[src/rtl/fallingsand_pkg.sv]
// Shared falling-sand definitions: cell encoding, grid geometry and
// framebuffer word packing helpers used by the cell writer and the renderer.
package fallingsand_pkg;

  typedef enum logic [1:0] {
    EMPTY = 2'd0,
    SAND  = 2'd1,
    WATER = 2'd2,
    WALL  = 2'd3
  } cell_t;

  localparam int unsigned COLS           = 640;
  localparam int unsigned ROWS           = 480;
  localparam int unsigned CELLS_PER_WORD = 8;
  localparam int unsigned WORDS_PER_ROW  = COLS / CELLS_PER_WORD;

  typedef struct packed {
    logic [10:0] x;
    logic [9:0]  y;
    cell_t       t;
  } cell_req_t;

  typedef enum logic [1:0] {
    IDLE,
    RD_REQ,
    RD_WAIT,
    WR_REQ
  } writer_state_t;

  // Constant multiplier folds to one shifted adder per set bit (80 = 64 + 16).
  function automatic logic [23:0] row_offset(input logic [9:0] y,
                                             input int unsigned words_per_row);
    logic [23:0] acc;
    acc = '0;
    for (int unsigned i = 0; i < 24; i++) begin
      if (words_per_row[i]) acc = acc + (24'(y) << i);
    end
    return acc;
  endfunction

  function automatic logic [15:0] insert_cell(input logic [15:0] word,
                                              input logic [2:0]  k,
                                              input cell_t       t);
    logic [15:0] mask;
    mask = 16'h0003 << {k, 1'b0};
    return (word & ~mask) | (16'(t) << {k, 1'b0});
  endfunction

endpackage

[src/rtl/cell_req_fifo.sv]
// Small synchronous request queue for cell writes; full/empty are registered
// so the upstream ready never depends on same-cycle pops.
module cell_req_fifo
  import fallingsand_pkg::*;
#(
  parameter int unsigned DEPTH = 4
) (
  input  logic      clock,
  input  logic      reset,
  input  logic      push,
  input  cell_req_t push_data,
  input  logic      pop,
  output cell_req_t pop_data,
  output logic      full,
  output logic      empty
);

  localparam int unsigned AW = (DEPTH > 1) ? $clog2(DEPTH) : 1;

  cell_req_t       mem [DEPTH];
  logic [AW-1:0]   wr_ptr;
  logic [AW-1:0]   rd_ptr;
  logic [AW:0]     count;
  logic [AW:0]     count_next;
  logic            do_push;
  logic            do_pop;

  always_comb begin
    do_push    = push && !full;
    do_pop     = pop && !empty;
    count_next = count;
    if (do_push && !do_pop) count_next = count + (AW+1)'(1);
    else if (!do_push && do_pop) count_next = count - (AW+1)'(1);
  end

  always_ff @(posedge clock or posedge reset) begin
    if (reset) begin
      wr_ptr <= '0;
      rd_ptr <= '0;
      count  <= '0;
      full   <= 1'b0;
      empty  <= 1'b1;
    end else begin
      if (do_push) wr_ptr <= wr_ptr + AW'(1);
      if (do_pop)  rd_ptr <= rd_ptr + AW'(1);
      count <= count_next;
      full  <= (count_next == (AW+1)'(DEPTH));
      empty <= (count_next == '0);
    end
  end

  always_ff @(posedge clock) begin
    if (do_push) mem[wr_ptr] <= push_data;
  end

  assign pop_data = mem[rd_ptr];

endmodule

[src/rtl/sdram_cell_writer.sv]
// Avalon-MM master that applies queued single-cell updates to the packed
// framebuffer by read-modify-write of the 16-bit word holding the cell.
module sdram_cell_writer #(
  parameter int unsigned COLS       = 640,
  parameter int unsigned ROWS       = 480,
  parameter int unsigned FIFO_DEPTH = 4
) (
  input  logic        clock,
  input  logic        reset,
  input  logic [31:0] screen_ptr,
  input  logic        req_valid,
  output logic        req_ready,
  input  logic [10:0] req_x,
  input  logic [9:0]  req_y,
  input  logic [1:0]  req_t,
  output logic        busy,
  output logic        dropped,
  output logic [23:0] mem_address,
  output logic        mem_read,
  output logic        mem_write,
  output logic [15:0] mem_writedata,
  input  logic        mem_waitrequest,
  input  logic        mem_readdatavalid,
  input  logic [15:0] mem_readdata
);

  import fallingsand_pkg::*;

  cell_req_t     push_data;
  cell_req_t     head;
  logic          fifo_full;
  logic          fifo_empty;
  logic          accept;
  logic          in_range;
  logic          push;
  logic          pop;
  writer_state_t state;
  writer_state_t state_next;
  logic [2:0]    k_q;
  cell_t         t_q;
  logic          unused_ptr_bits;

  assign unused_ptr_bits = ^screen_ptr[31:24];

  assign req_ready = !fifo_full;
  assign accept    = req_valid && req_ready;
  assign in_range  = (32'(req_x) < COLS) && (32'(req_y) < ROWS);
  assign push      = accept && in_range;
  assign push_data = '{x: req_x, y: req_y, t: cell_t'(req_t)};
  assign busy      = !fifo_empty || (state != IDLE);

  cell_req_fifo #(
    .DEPTH(FIFO_DEPTH)
  ) u_fifo (
    .clock    (clock),
    .reset    (reset),
    .push     (push),
    .push_data(push_data),
    .pop      (pop),
    .pop_data (head),
    .full     (fifo_full),
    .empty    (fifo_empty)
  );

  always_comb begin
    state_next = state;
    pop        = 1'b0;
    unique case (state)
      IDLE: begin
        if (!fifo_empty) begin
          pop        = 1'b1;
          state_next = RD_REQ;
        end
      end
      RD_REQ:  if (!mem_waitrequest) state_next = RD_WAIT;
      RD_WAIT: if (mem_readdatavalid) state_next = WR_REQ;
      WR_REQ:  if (!mem_waitrequest) state_next = IDLE;
      default: state_next = IDLE;
    endcase
  end

  // Commands are registered from the next state so they line up with the state.
  always_ff @(posedge clock or posedge reset) begin
    if (reset) begin
      state         <= IDLE;
      mem_read      <= 1'b0;
      mem_write     <= 1'b0;
      mem_address   <= '0;
      mem_writedata <= '0;
      k_q           <= '0;
      t_q           <= EMPTY;
      dropped       <= 1'b0;
    end else begin
      state     <= state_next;
      mem_read  <= (state_next == RD_REQ);
      mem_write <= (state_next == WR_REQ);
      dropped   <= accept && !in_range;
      if (pop) begin
        mem_address <= screen_ptr[23:0]
                     + row_offset(head.y, COLS / CELLS_PER_WORD)
                     + 24'(head.x[10:3]);
        k_q         <= head.x[2:0];
        t_q         <= head.t;
      end
      if ((state == RD_WAIT) && mem_readdatavalid)
        mem_writedata <= insert_cell(mem_readdata, k_q, t_q);
    end
  end

endmodule

[config.mk]
export PLATFORM = sky130hd
export DESIGN_NAME = sdram_cell_writer
export DESIGN_NICKNAME = d
export VERILOG_FILES = /design/src/rtl/fallingsand_pkg.sv /design/src/rtl/cell_req_fifo.sv /design/src/rtl/sdram_cell_writer.sv
export SDC_FILE = /design/constraint.sdc
export NUM_CORES = 1
export LEC_CHECK = 0
export ABC_AREA = 1
export CELL_PAD_IN_SITES_DETAIL_PLACEMENT = 0
export CELL_PAD_IN_SITES_GLOBAL_PLACEMENT = 1
export CORE_ASPECT_RATIO = 1.75
export CORE_UTILIZATION = 30
export CTS_CLUSTER_SIZE = 30
export DETAILED_ROUTE_END_ITERATION = 6
export DONT_BUFFER_PORTS = 1
export PLACE_DENSITY_LB_ADDON = 0.05
export SLEW_MARGIN = 0
export SYNTH_ARGS = -nofsm -noshare
export SYNTH_HDL_FRONTEND = slang
export SYNTH_SLANG_ARGS = --single-unit
[constraint.sdc]
create_clock -name clock -period 4 [get_ports clock]
set_clock_uncertainty 0.15 [all_clocks]
set_input_delay 1.2 -clock clock [delete_from_list [all_inputs] [get_ports clock]]
set_output_delay 1.2 -clock clock [all_outputs]
set_load 0.05 [all_outputs]
-- After elaboration in Yosys (flattened, before gate mapping)
Memories as Yosys holds them, arrays and structs flattened.
Cells that the tools add are included.
- output and inout bits: 45
- flip-flop bits (word level): 59
- word-level logic and storage cells: 65
- memories kept: 1
- input bits: 76
- RAM bits: 92
- memories (name ; depth ; bits a word ; rd ports ; clocked after memory_dff ; wr ports ; line ; text):
    u_fifo.mem ; 4 ; 23 ; 1 ; 0 ; 1 ; cell_req_fifo.sv:20 ; cell_req_t mem [DEPTH];
- magnitude comparators: 2
- reduce and logical (&&, ||, !) cells: 18
- multiplexer cells: 13
- add/sub/neg operators: 7
- bitwise gates (word level): 3
- eq/ne operators: 6
- shift-type cells: 2
- operators by type and width (kind ; number):
    24-bit two-way mux ; 2
    24-bit by 16-bit adder with 24-bit output ; 1
    24-bit adder ; 1
    24-bit by 8-bit adder with 24-bit output ; 1
    16-bit bitwise AND ; 1
    16-bit NOT ; 1
    16-bit OR ; 1
    2-bit by 4-bit << shifter with 16-bit output ; 1
    2-bit by 4-bit << shifter with 16-bit output, first input constant ; 1
    11-bit by 10-bit < comparator with 1-bit output, second input constant ; 1
    10-bit by 9-bit < comparator with 1-bit output, second input constant ; 1
    1-bit logical AND ; 9
    2-bit two-way mux ; 4
    2-bit case mux with 4 select lines ; 1
    2-bit == test, second input constant ; 3
    3-bit two-way mux ; 2
    1-bit logical NOT ; 5
    2-bit by 1-bit adder with 2-bit output, second input constant ; 2
    2-bit by 1-bit == test with 1-bit output, second input constant ; 2
    1-bit two-way mux ; 4
    3-bit by 1-bit adder with 3-bit output, second input constant ; 1
    3-bit == test, second input constant ; 1
    3-bit logical NOT ; 1
    3-bit by 1-bit subtractor with 3-bit output, second input constant ; 1
    3 further kinds ; 3

-- Logic depth before layout (Yosys ltp)
- word-level depth: 9
- depth in mapped cells: 27
- mapped depth without buffers: 25

-- By module
A second synthesis with hierarchy kept.
- cells, all modules: 902
- area total of the unflattened synthesis: 8162.8 um2
- by module, submodules not included (module ; cells each ; seq. area each (um2) ; times used ; area an instance (um2)):
    sdram_cell_writer ; 598 ; 1251.2 ; 1 ; 4169.0
    cell_req_fifo ; 304 ; 2989.1 ; 1 ; 3993.8

-- Least setup slack after synthesis
No wires, ideal clock.
- path type: register to register
- start: register u_fifo.rd_ptr[0]
- end: register mem_address[19]
- arrival time: 3.507 ns
- buffers on the path: 2
- data required time: 3.732 ns
- clock period less this slack: 3.775 ns
- setup slack: 0.225 ns
- cell stages (with the launch flop): 24
- library setup time: 0.118 ns
- cells stage by stage: dfrtp_1 inv_1 buf_2 clkbuf_1 o21ai_0 o22ai_1 ha_1 fa_1 nand3_1 nand2_1 a21oi_1 o21ai_0 xnor2_1 inv_1 ha_1 ha_1 nand2_1 inv_1 a21oi_1 nor2_1 nor2_1 nand3_1 nand3_1 nand2_1
- word-level cells in the longest chain between the ends: 6
- RTL lines (what ; line ; text):
    start, declared ; cell_req_fifo.sv:22 ; logic [AW-1:0] rd_ptr;
    start signal, assigned ; cell_req_fifo.sv:45 ; if (do_pop) rd_ptr <= rd_ptr + AW'(1);
    memory 4 x 23 bit * ; n/a ;
    24-bit two-way mux ; sdram_cell_writer.sv:98 ; if (pop) begin
    24-bit by 16-bit adder with 24-bit output ; fallingsand_pkg.sv:36 ; if (words_per_row[i]) acc = acc + (24'(y) << i);
    24-bit two-way mux ; sdram_cell_writer.sv:98 ;
    24-bit adder ; sdram_cell_writer.sv:100 ; + row_offset(head.y, COLS / CELLS_PER_WORD)
    24-bit by 8-bit adder with 24-bit output * ; sdram_cell_writer.sv:101 ; + 24'(head.x[10:3]);
    end signal, assigned ; sdram_cell_writer.sv:99 ; mem_address <= screen_ptr[23:0]
    end, declared ; sdram_cell_writer.sv:18 ; output logic [23:0] mem_address,
Every way passes the cells marked *; elsewhere a longest branch is shown, timed or not. The select of a mux whose other input is x is not followed.
A chain may end at the register's enable or synchronous reset.

-- Final worst setup path
- start: register u_fifo.rd_ptr[1]
- end: register mem_address[21]
The elaborated chain is that of the path after synthesis.

==> results.sh <==
export IMPL_report_final_setup_viol=0
export IMPL_violations="design-rule violations"
export IMPL_syn_instance_count=878
export IMPL_antenna_cells=0
export IMPL_die_area_um2=27300
export IMPL_fp_dieW_um=125
export IMPL_cp_start_kind="flip-flop"
export IMPL_fin_crit_sh_pct=94.1
export IMPL_clk_pin_slew_ns=0.07
export IMPL_hold_viol_final=0
export IMPL_hp_class="reg -> reg"
export IMPL_fmax_ghz=0.266
export IMPL_synthDistinctLibCells=38
export IMPL_initial_core_util_pct=30.7
export IMPL_fin_cells=1287
export IMPL_numPortBuffers=0
export IMPL_syn_cell_area_um2=8000
export IMPL_criticalPathCategory="reg -> reg"
export IMPL_cap_violations=0
export IMPL_dr_pass1_iters=7
export IMPL_cts_tree="done"
export IMPL_avgSynthCellArea_um2=9.11
export IMPL_crit_top_cell="nand2_1"
export IMPL_outcome="finished with violations"
export IMPL_crit_required_ns=4.17
export IMPL_area_growth_pct=24.1
export IMPL_fin_area_um2=9920
export IMPL_crit_path_end_kind="flip-flop"
export IMPL_ios=121
export IMPL_vias=6092
export IMPL_cp_buffers_inverters=6
export IMPL_grt_pass1_vias=6346
export IMPL_rows=78
export IMPL_drive_gt1_share_pct=20.4
export IMPL_grt_ovfl_total=0
export IMPL_ys_ff_latch=151
export IMPL_ys_seq_area_share_pct=53.0
export IMPL_dr_first_iter_drc_count=205
export IMPL_gp_congestion=0.825
export IMPL_worst_pin_slew_ns=0.626
export IMPL_cp_cell_sequence="clkinvlp_4 -> buf_4 -> o21ai_0 -> o22ai_2 -> buf_4 -> buf_4 -> ha_1 -> a21oi_1 -> o21ai_2 -> xnor2_1 -> inv_1 -> ha_4 -> ha_4 -> nand2_1 -> inv_1 -> nand2_1 -> nor2_2 -> nand3_1 -> nand3_1 -> nand2_1 -> nand3_1 -> nand2_1"
export IMPL_antenna_found_initial=0
export IMPL_place_inst=1248
export IMPL_syn_nets=1004
export IMPL_worstSkewPairLatency_ns=0.44
export IMPL_grt_pass1_wl_um=35200
export IMPL_post_route_drc_count=10
export IMPL_netlist_top_cells_area="edfxtp_1 (35%), dfrtp_1 (18%), nand2_1 (10%)"
export IMPL_die_h_um=218
export IMPL_final_max_slew_viol_count=0
export IMPL_crit_family="adder cells"
export IMPL_slowest_delay_ns=0.45
export IMPL_clockBufferDepth=2
export IMPL_slew_headroom_pct=58.2
export IMPL_yosys_warnings=0
export IMPL_grt_max_degree=37
export IMPL_wl_um=22700
export IMPL_cpMaxStageDelayCell="dfrtp_2"
export IMPL_path_max_fanout=5
export IMPL_core_um2=26100
export IMPL_worstPathArrival_ns=3.93
export IMPL_vias_per_cell=4.73
export IMPL_drtAntennaViolNets=0
export IMPL_postPlaceCellArea_um2=8870
export IMPL_cts_made_buffers=17
export IMPL_htreeDepth=4
export IMPL_rsz0062_at_grt="no"
export IMPL_grtUsageTotal_pct=17.4
export IMPL_yosys_area_top_type="edfxtp_1"
export IMPL_cts_sinks=151
export IMPL_hold_worst_slack_ns=0.418
export IMPL_clockRootBuffer="clkbuf_16"
export IMPL_synth_top_area_share_pct=34.6
export IMPL_nets=1080
export IMPL_postCtsHoldBufs=0
export IMPL_fin_crit_ns=3.76
export IMPL_dp_hpwl_um=17100
export IMPL_wl_per_cell_um=17.6
[layout by cell type (no fill, tap or decap), types with 3 or more instances in the layout]
master / count
buf_6: 3
nor2_4: 3
xnor2_1: 10
clkinvlp_4: 9
clkbuf_16: 17
dfrtp_1: 57
edfxtp_1: 92
buf_4: 71
a21oi_1: 30
inv_1: 91
xor2_1: 8
inv_6: 4
nand2_2: 9
nor2_1: 80
o21ai_0: 54
o21ai_1: 11
buf_12: 3
o21ai_2: 6
nor2_2: 14
nand3_1: 44
inv_2: 7
nand4_1: 7
o22ai_2: 5
ha_4: 16
ha_1: 26
o22ai_1: 15
a21oi_2: 5
o21a_1: 10
fa_1: 5
nand2_1: 218
nand3b_1: 6
[per-stage QoR]
step | setup slack, ns | util, % | setup TNS, ns
floorplan | 0.225 | - | 0
CTS | 0.00101 | 36.7 | 0
global placement | -0.171 | 34.1 | -0.808
detailed placement | -0.201 | 34.1 | -1.00
global route | 0.00135 | 38.1 | 0
finish | 0.237 | 38.1 | 0
[logic make-up after synthesis]
group,synth area share (%)
xor gates and xnor gates,1.97
and+or+nand+nor,21.1
buffers and inverters,5.96
adders and majority gates,8.39
DFF,53.0
AOI/OAI and AO/OA,9.58
[cells in the mapped netlist, drive strengths merged]
library cell and count:
o21a 10, nand3 47, nand3b 6, dfrtp 58, o22ai 20, a32o 1, xnor2 10, a21oi 36
o21ai 71, nor3 4, dfstp 1, o21bai 1, fa 6, a32oi 1, xor2 8, clkbuf 13
nor2 98, nand2 229, and2 2, inv 99, buf 10, or2 3, ha 44, nand4 8
edfxtp 92
[final timing paths]
path,from,end,slack [ns],cells after the start
hold / removal,state[1]$_DFF_PP0_,state[1]$_DFF_PP0_,0.42,1
hold reg to reg,state[1]$_DFF_PP0_,state[1]$_DFF_PP0_,0.42,1
setup reg to reg,u_fifo.rd_ptr[1]$_DFFE_PP0P_,mem_address[21]$_DFFE_PP0P_,0.24,22
min in group asynchronous,reset,mem_writedata[10]$_DFFE_PP0P_,0.54,1
setup / recovery,u_fifo.rd_ptr[1]$_DFFE_PP0P_,mem_address[21]$_DFFE_PP0P_,0.24,22
max in group asynchronous,reset,u_fifo.rd_ptr[1]$_DFFE_PP0P_,2.55,2
[registers in the layout (all words and copies together), names as in the netlist, 3 cells and up]
register / count
u_fifo.mem: 92
u_fifo.count: 3
mem_writedata: 16
k_q: 3
mem_address: 24
[routing by layer]
metal | wire [µm] | GRT usage, %
met3 | 998 | 4.10
met2 | 12500 | 33.8
met5 | 0 | 0
met1 | 8390 | 17.2
met4 | 743 | 8.13
[final cells by class]
type                            count  area (µm²)
Sequential cell                   151        4240
Fill cell                        2616       16100
Inverter                           99         375
Tap cell                          320         400
Clock inverter                     15         170
Multi-Input combinational cell    605        3640
Timing Repair inverter              1        7.51
Timing Repair Buffer               79         657
Clock buffer                       17         425
[repair_timing]
action                                  4_1_cts  5_1_grt
buffers inserted                              3        4
resized for setup                            16       69
endpoints found under the setup margin       11       15
gates cloned                                  0        1
hold endpoints to repair                      0        0
pin swaps                                     0       14
Power is left out: the tool's default activity adds up to more than one toggle a clock period on the data nets, which glitch-free logic cannot reach.
